## config.mk

```make
export PLATFORM = sky130hd
export DESIGN_NAME = hvac_actuator_guard
export DESIGN_NICKNAME = d
export VERILOG_FILES = /design/src/rtl/hvac_pkg.sv /design/src/rtl/hold_timer.sv /design/src/rtl/hvac_actuator_guard.sv
export SDC_FILE = /design/constraint.sdc
export NUM_CORES = 1
export LEC_CHECK = 0
export CAP_MARGIN = 20
export CORE_MARGIN = 1.5
export CORE_UTILIZATION = 57
export CTS_BUF_LIST = sky130_fd_sc_hd__clkbuf_16
export DETAILED_ROUTE_END_ITERATION = 8
export PLACE_DENSITY_LB_ADDON = 0.12
export SLEW_MARGIN = 20
export SYNTH_ARGS = -nofsm -noshare
export SYNTH_HDL_FRONTEND = slang
export SYNTH_HIERARCHICAL = 1
export SYNTH_SLANG_ARGS = --single-unit
export TNS_END_PERCENT = 50
```

## constraint.sdc

```tcl
create_clock -name clk -period 3.8 [get_ports clk]
set_clock_uncertainty 0.1 [all_clocks]
set_input_delay 0.38 -clock clk [delete_from_list [all_inputs] [get_ports clk]]
set_output_delay 0.38 -clock clk [all_outputs]
set_load 0.02 [all_outputs]
```

## src/rtl/hvac_pkg.sv

```systemverilog
// Shared definitions for the HVAC controller and actuator guard.
// Holds the FSM state encoding and the temperature width.
package hvac_pkg;

    typedef enum logic [1:0] {
        ST_IDLE = 2'b00,
        ST_HEAT = 2'b01,
        ST_COOL = 2'b10,
        ST_REST = 2'b11
    } state_e;

    localparam int TEMP_W = 5;

endpackage

```

## src/rtl/hold_timer.sv

```systemverilog
// Saturating up-counter used to time how long the guard dwells in a state.
// The counter clears on clr and then holds at all-ones.
module hold_timer #(
    parameter int CNT_W = 8
) (
    input  logic             clk,
    input  logic             rst,
    input  logic             clr,
    output logic [CNT_W-1:0] cnt
);

    logic [CNT_W-1:0] cnt_d;
    logic [CNT_W-1:0] cnt_q;

    always_comb begin
        cnt_d = cnt_q;
        if (clr) begin
            cnt_d = '0;
        end else if (cnt_q != '1) begin
            cnt_d = cnt_q + 1'b1;
        end
    end

    always_ff @(posedge clk) begin
        if (rst) begin
            cnt_q <= '0;
        end else begin
            cnt_q <= cnt_d;
        end
    end

    assign cnt = cnt_q;

endmodule

```

## src/rtl/hvac_actuator_guard.sv

```systemverilog
// Minimum on/off-time guard between the AC controller and the heater/cooler enables.
// Define HVAC_GUARD_STATS_EN to add the saturating activations counter port.
//
// state | meaning
// IDLE  | both actuators off, waiting for a valid request
// HEAT  | heater enabled; held for at least MIN_ON cycles
// COOL  | cooler enabled; held for at least MIN_ON cycles
// REST  | both off for at least MIN_OFF cycles after an actuator drops
module hvac_actuator_guard
    import hvac_pkg::*;
#(
    parameter int MIN_ON  = 8,
    parameter int MIN_OFF = 8,
    parameter int CNT_W   = 8
) (
    input  logic       clk,
    input  logic       rst,
    input  logic       heat_req,
    input  logic       cool_req,
    output logic       heat_out,
    output logic       cool_out,
    output logic [1:0] state_o,
    output logic       conflict
`ifdef HVAC_GUARD_STATS_EN
    ,
    output logic [15:0] activations
`endif
);

    localparam logic [CNT_W-1:0] ON_LIM  = CNT_W'(MIN_ON - 1);
    localparam logic [CNT_W-1:0] OFF_LIM = CNT_W'(MIN_OFF - 1);

    state_e           state_d;
    state_e           state_q;
    logic             heat_out_d;
    logic             heat_out_q;
    logic             cool_out_d;
    logic             cool_out_q;
    logic             conflict_d;
    logic             conflict_q;
    logic             vh;
    logic             vc;
    logic             timer_clr;
    logic [CNT_W-1:0] timer;

    hold_timer #(
        .CNT_W (CNT_W)
    ) u_hold_timer (
        .clk (clk),
        .rst (rst),
        .clr (timer_clr),
        .cnt (timer)
    );

    assign vh = heat_req & ~cool_req;
    assign vc = cool_req & ~heat_req;

    always_comb begin
        state_d = state_q;
        unique case (state_q)
            ST_IDLE: begin
                if (vh) begin
                    state_d = ST_HEAT;
                end else if (vc) begin
                    state_d = ST_COOL;
                end
            end
            ST_HEAT: begin
                if (!vh && timer >= ON_LIM) begin
                    state_d = ST_REST;
                end
            end
            ST_COOL: begin
                if (!vc && timer >= ON_LIM) begin
                    state_d = ST_REST;
                end
            end
            ST_REST: begin
                // Requests seen while resting are ignored; only the exit-edge value counts.
                if (timer >= OFF_LIM) begin
                    if (vh) begin
                        state_d = ST_HEAT;
                    end else if (vc) begin
                        state_d = ST_COOL;
                    end else begin
                        state_d = ST_IDLE;
                    end
                end
            end
            default: state_d = ST_IDLE;
        endcase

        timer_clr  = (state_d != state_q);
        heat_out_d = (state_d == ST_HEAT);
        cool_out_d = (state_d == ST_COOL);
        conflict_d = heat_req & cool_req;
    end

    always_ff @(posedge clk) begin
        if (rst) begin
            state_q    <= ST_IDLE;
            heat_out_q <= 1'b0;
            cool_out_q <= 1'b0;
            conflict_q <= 1'b0;
        end else begin
            state_q    <= state_d;
            heat_out_q <= heat_out_d;
            cool_out_q <= cool_out_d;
            conflict_q <= conflict_d;
        end
    end

    assign heat_out = heat_out_q;
    assign cool_out = cool_out_q;
    assign state_o  = state_q;
    assign conflict = conflict_q;

`ifdef HVAC_GUARD_STATS_EN
    logic [15:0] act_d;
    logic [15:0] act_q;

    always_comb begin
        act_d = act_q;
        if (timer_clr && (state_d == ST_HEAT || state_d == ST_COOL) && act_q != 16'hFFFF) begin
            act_d = act_q + 16'd1;
        end
    end

    always_ff @(posedge clk) begin
        if (rst) begin
            act_q <= '0;
        end else begin
            act_q <= act_d;
        end
    end

    assign activations = act_q;
`endif

endmodule
```

==> results of run 1 <==
==> registers in the layout, indices dropped and copies added (netlist names) <==
signal            count
state_o               2
u_hold_timer/cnt      8
conflict              1
cool_out              1
heat_out              1
==> metal layers <==
metal	vias up	share of wire	track usage
li1	361	-	-
met1	350	0.46	0.401
met2	40	0.44	0.381
met3	0	0.097	0.0852
met4	0	0	0.0776
met5	-	0	0
==> worst min-delay path by stage <==
stage / startpoint / to / slack [ps] / depth (start not counted)
6_report: u_hold_timer/cnt[1]$_SDFFE_PP0P_ / u_hold_timer/cnt[1]$_SDFFE_PP0P_ / 460 / 2
3_3_place_gp: u_hold_timer/cnt[2]$_SDFFE_PP0P_ / u_hold_timer/cnt[2]$_SDFFE_PP0P_ / 470 / 1
2_1_floorplan: u_hold_timer/cnt[1]$_SDFFE_PP0P_ / u_hold_timer/cnt[1]$_SDFFE_PP0P_ / 390 / 2
3_5_place_dp: u_hold_timer/cnt[1]$_SDFFE_PP0P_ / u_hold_timer/cnt[1]$_SDFFE_PP0P_ / 450 / 2
5_1_grt: u_hold_timer/cnt[1]$_SDFFE_PP0P_ / u_hold_timer/cnt[1]$_SDFFE_PP0P_ / 490 / 2
4_1_cts: u_hold_timer/cnt[1]$_SDFFE_PP0P_ / u_hold_timer/cnt[1]$_SDFFE_PP0P_ / 460 / 2
==> cell type report <==
cell class	count	area (um2)
multi-input combinational	67	488
fill	98	355
sequential	13	260
timing repair buffer	8	80.1
clock buffer	3	75.1
tap	15	18.8
clock inverter	1	3.75
inverter	1	3.75
==> power breakdown <==
part | switching [mW] | internal [mW] | total (mW) | leakage (nW)
sequential | 0.0104 | 0.144 | 0.154 | 0.106
combinational | 0.0233 | 0.0232 | 0.0465 | 0.188
clock | 0.0572 | 0.139 | 0.196 | 0.0423
==> per-stage QoR <==
stage | worst slack (ps) | power (mW) | std cells | util | cell area (um2)
6_report | 1610 | 0.397 | 108 | 0.723 | 930
5_1_grt | 1420 | 0.414 | 108 | 0.723 | 930
4_1_cts | 1610 | 0.400 | 108 | 0.723 | 930
3_5_place_dp | 1560 | 0.202 | 104 | 0.662 | 851
3_3_place_gp | 1610 | 0.202 | 104 | 0.662 | 851
2_1_floorplan | 1830 | 0.182 | 83 | - | 767
==> cell families (layout without fill, tap and decap cells) <==
kind of cell	after synthesis	in the layout	synth area share
AO/OA/AOI/OAI	24	24	0.230
adder cells (fa/ha/maj)	1	1	0.0163
buffers and inverters	3	13	0.0245
flip-flops	13	13	0.339
multiplexers	1	1	0.0131
AND/OR/NAND/NOR	41	41	0.377
==> placed cells by master (no fill, tap or decap), drive strengths merged, types with 2 or more instances in the layout <==
cell	instances
a21oi	3
a31oi	4
a32o	2
and3	5
and4	4
clkbuf	3
clkdlybuf4s50	8
dfxtp	13
inv	2
nand2b	2
nand3	7
nor2	5
nor2b	2
nor3	4
o21a	2
o21ai	4
o221ai	3
o31a	2
or3	3
or4b	2
==> critical path: stages (launching register included) <==
cell,delay (ps)
dfxtp_1,390
or3_2,510
nor4_4,350
o221ai_1,200
or2_1,340
nor3_1,210
==> impl_results.md, run 1 <==
- Status: finished clean
- Number of synthesized register bits: 13
- Post-CTS Resized: 0
- Slew headroom: 0.651
- Critical Path Start: u_hold_timer/cnt[5]$_SDFFE_PP0P_
- Die X: 39.7 um
- Post-synth top cells: dfxtp_1 (13), nand3_1 (7), nor2_1 (5)
- Postcts setup bufs: 0
- Post-synthesis sequential area ratio: 0.339
- Crit end category: flip-flop
- Die height: approximately 40 um
- Endpoints failing setup: 0
- Final wirelength: approximately 1.8 mm
- R2R Setup Slk: roughly 1600 ps
- # port buffers: 8
- CTS tree: built
- Syn Area/Cell: 9.24 um2
- Layout cell share with drive strength beyond 1: 0.129
- Instance count of the mapped netlist: 83
- Clk slew on worst S/H paths: around 40 ps
- First-pass GRT wire length: about 2.9 mm
- Final GP Congestion: between 0.8 and 0.9
- DIE AREA: approximately 1600 um2
- Via count: ~750
- Final nets: between 90 and 100
- TritonCTS buffer count: 3
- Syn nets: a little under 90
- DR iter-0 viols: between 40 and 50
- Routed len/inst: ~16 um
- Core Rows: 13
- DRC: 0
- Tmin final: between 2000 and 2500 ps
- CTS H-Tree Depth: 1
- # clock sinks: 13
- Maxcap violations: 0
- Top Ports: 9
- Setup TNS: 0 ps
- Setup crit end: u_hold_timer/cnt[0]$_SDFFE_PP0P_
- Top-count cell post-synth: dfxtp_1
- Vias in the first global route: between 600 and 700
- Syn Std Cell Area: ~770 um2
- Antenna diodes: 0
- Fmax: around 460 MHz
- First-pass detailed-route iteration total: 4
- Clk buf depth: 2
- Post-synth cell types: 39
- Largest net degree at the start of global routing: 13
- Worst r2r src: u_hold_timer/cnt[5]$_SDFFE_PP0P_
- Layout area overhead: 21.2%
- Post-synth EDFFs: 0
- Launching element type of the critical path: flip-flop
- Grt ovf: 0
- Routed vias/inst: around 7
- Initial antenna violation count: 0
- Leakage power: 0.336 nW
- Worst endpoint required time: between 3000 and 4000 ps
- Worst skew pair latency: between 200 and 250 ps
- Post-synth top flop: dfxtp_1
- Hold buffers post-CTS: 0
- Final worst path period share: 0.577
- Hold_ws: 463 ps
- Top cell type's share of synthesized area: 0.339
- Gr usage total: 0.276
- Synth warnings: 6
- Kind of critical path: reg2reg
- CP Data Arrival Time: ~2300 ps
- Synth area leaders: dfxtp_1 (34%), nand3_1 (4.6%), and4_1 (3.4%), o221ai_1 (3.4%), a31oi_1 (3.3%)
- Hold Crit Class: reg2reg
- Async SR Flop Fraction: 0
- RSZ-0062 raised after global routing: no
- Power Dens Cells: between 400 and 500 nW/um2
- Slew Viols, Final: 0
- Reg2reg end: u_hold_timer/cnt[0]$_SDFFE_PP0P_
- Routed Antenna Nets: 0
- HPWL Detailed: approximately 1.2 mm
- Initial core utilization: 0.597
- Slew at the pin with the worst max-slew slack: 510 ps
- R2r worst-path depth: 5
- IR Drop Worst-Case VDD: approximately 350 uV
- Core box area: approximately 1300 um2
- CP max FO: 10
- Root Driver: clkbuf_16
- Area leader, netlist: dfxtp_1
- Hold Vio Cnt, Final: 0
No activity file was read; power rests on OpenSTA's default activity.
==> run 2: changes to the inputs <==
CORE_UTILIZATION = 53   (was 57)
clock period = 2.2 ns   (was 3.8 ns; I/O delays follow)
==> impl_results.md, run 2 (synthesized netlist as in run 1, its figures left out) <==
- Routed vias/inst: 6.50 (-6.5%)
- Die height: 41.0 um (+3.4%)
- Layout area overhead: 24.8%
- Worst endpoint required time: 2250 ps (-1610 ps)
- Core Rows: 13 (unchanged)
- DIE AREA: 1680 um2 (+7.0%)
- Area of the multi-input gates: 493 um2 (+1.0%)
- Root Driver: clkbuf_16
- Gr usage total: 0.262 (-0.0144)
- Post-route cell area: 957 um2 (+3.0%)
- Launching element type of the critical path: flip-flop
- Slew Viols, Final: 0 (unchanged)
- Largest net degree at the start of global routing: 12 (-1)
- Slowest cell delay on critical path: 530 ps (+20 ps)
- CTS tree: built
- IR Drop Worst-Case VDD: 521 uV (+50%)
- Placed cell count: 107 (+2.9%)
- Power Dens Cells: 706 nW/um2 (+65%)
- Placed instance area: 873 um2 (+2.6%)
- Routed len/inst: 16.1 um (-1.4%)
- Hold buffers post-CTS: 0 (unchanged)
- Hold Vio Cnt, Final: 0 (unchanged)
- Most frequent cells in the layout: dfxtp_1 (13), clkdlybuf4s50_1 (8), nand3_1 (7)
- First-pass GRT wire length: 2.86 mm (-0.24%)
- Die X: 41.0 um (+3.4%)
- Fill count: 101 (+3.1%)
- RSZ-0062 raised after global routing: no
- Non-Filler Instances: 111 (+2.8%)
- Vias in the first global route: 583 (-4.7%)
- Endpoints failing setup: 0 (unchanged)
- Antenna diodes: 0 (unchanged)
- CP max FO: 8 (-2)
- Hold Crit Class: reg2reg
- Final nets: 102 (+3.0%)
- Clk slew on worst S/H paths: 40 ps (about the same)
- DR iter-0 viols: 24 (-50%)
- Initial antenna violation count: 0 (unchanged)
- Setup ws final: 132 ps (-1480 ps)
- Postcts setup bufs: 0 (unchanged)
- Via count: 722 (-3.9%)
- Slew headroom: 0.745 (+0.0939)
- HPWL Detailed: 1.26 mm (+6.0%)
- Status: finished clean
- Slew at the pin with the worst max-slew slack: 373 ps (-137 ps)
- First-pass detailed-route iteration total: 4 (unchanged)
- Final GP Congestion: 0.843 (+2.5%)
- Final wirelength: 1.79 mm (+1.3%)
- Top Ports: 9 (unchanged)
- Fmax: 483 MHz (+6.0%)
- CP Cell Sequence: or3_2, nor4_4, o221ai_1, or2_4, nor3b_1
- # clock sinks: 13 (unchanged)
- Largest register FFs: 8 (unchanged)
- Maxcap violations: 0 (unchanged)
- Worst skew pair latency: 230 ps (about the same)
- Final worst path period share: 0.940 (+0.363)
- Pre-CTS WS: 126 ps (-1430 ps)
- Kind of critical path: reg2reg
- Critical path's slowest cell: or3_2
- Commonest non-fill, non-tap cell in the layout: dfxtp_1
- Layout cell share with drive strength beyond 1: 0.177 (+0.0481)
- Grt ovf: 0 (unchanged)
- Core box area: 1320 um2 (+2.5%)
- DRC: 0 (unchanged)
- # port buffers: 8 (unchanged)
- Routed Antenna Nets: 0 (unchanged)
- CP Data Arrival Time: 2120 ps (-130 ps)
- CTS H-Tree Depth: 1 (unchanged)
- Initial core utilization: 0.582 (-0.0147)
- Clk buf depth: 2 (unchanged)
- TritonCTS buffer count: 3 (unchanged)
- Tmin final: 2070 ps (-123 ps)
- Storage cell area: 260 um2 (unchanged)
- Setup TNS: 0 ps (unchanged)
- Crit end category: flip-flop
- Leakage power: 0.353 nW (+4.9%)
-- run 2: metrics by stage --
| step | total power, mW | utilization | hold WS [ps] |
|---|---|---|---|
| global route | 0.706 | 0.726 | 502 |
| global placement | 0.347 | 0.663 | 450 |
| detailed placement | 0.349 | 0.663 | 460 |
| CTS | 0.680 | 0.723 | 469 |
| floorplan | 0.315 | - | 266 |
| finish | 0.675 | 0.726 | 476 |
-- run 2: worst max-delay path: cells and delay by family (launching register included) --
kind / cells / cell delay [ps]
simple gates: 4 / 1300
flops: 1 / 380
compound gates: 1 / 200
-- run 2: routing by layer --
metal	GRT usage	routed length (um)	vias to the layer above
met3	0.0815	66	0
met1	0.392	948	343
li1	-	-	366
met2	0.383	777	13
met4	0	0	0
met5	0	0	-
-- run 2: cell type report --
| type | count | area share |
|---|---|---|
| Clock buffer | 3 | 0.0784 |
| Clock inverter | 1 | 0.00392 |
| Multi-Input combinational cell | 67 | 0.515 |
| Inverter | 1 | 0.00392 |
| Sequential cell | 13 | 0.272 |
| Timing Repair Buffer | 11 | 0.107 |
| Tap cell | 15 | 0.0196 |
-- run 2: worst paths after layout --
path | start | to | slack, ps | cells past startpoint
worst min-delay path | u_hold_timer/cnt[1]$_SDFFE_PP0P_ | u_hold_timer/cnt[1]$_SDFFE_PP0P_ | 480 | 2
worst max register to register | u_hold_timer/cnt[6]$_SDFFE_PP0P_ | u_hold_timer/cnt[7]$_SDFFE_PP0P_ | 130 | 5
worst max-delay path | u_hold_timer/cnt[6]$_SDFFE_PP0P_ | u_hold_timer/cnt[7]$_SDFFE_PP0P_ | 130 | 5
worst min register to register | u_hold_timer/cnt[1]$_SDFFE_PP0P_ | u_hold_timer/cnt[1]$_SDFFE_PP0P_ | 480 | 2
-- run 2: repair_timing --
action	4_1_cts	5_1_grt
hold endpoints to repair	0	0
endpoints found under the setup margin	0	3
gates resized for setup	0	2
-- run 2: power breakdown --
part	internal (mW)	total [mW]	switching [mW]
clock network	0.238	0.327	0.0881
logic	0.0419	0.0821	0.0401
registers	0.249	0.267	0.0180
total	0.529	0.675	0.146
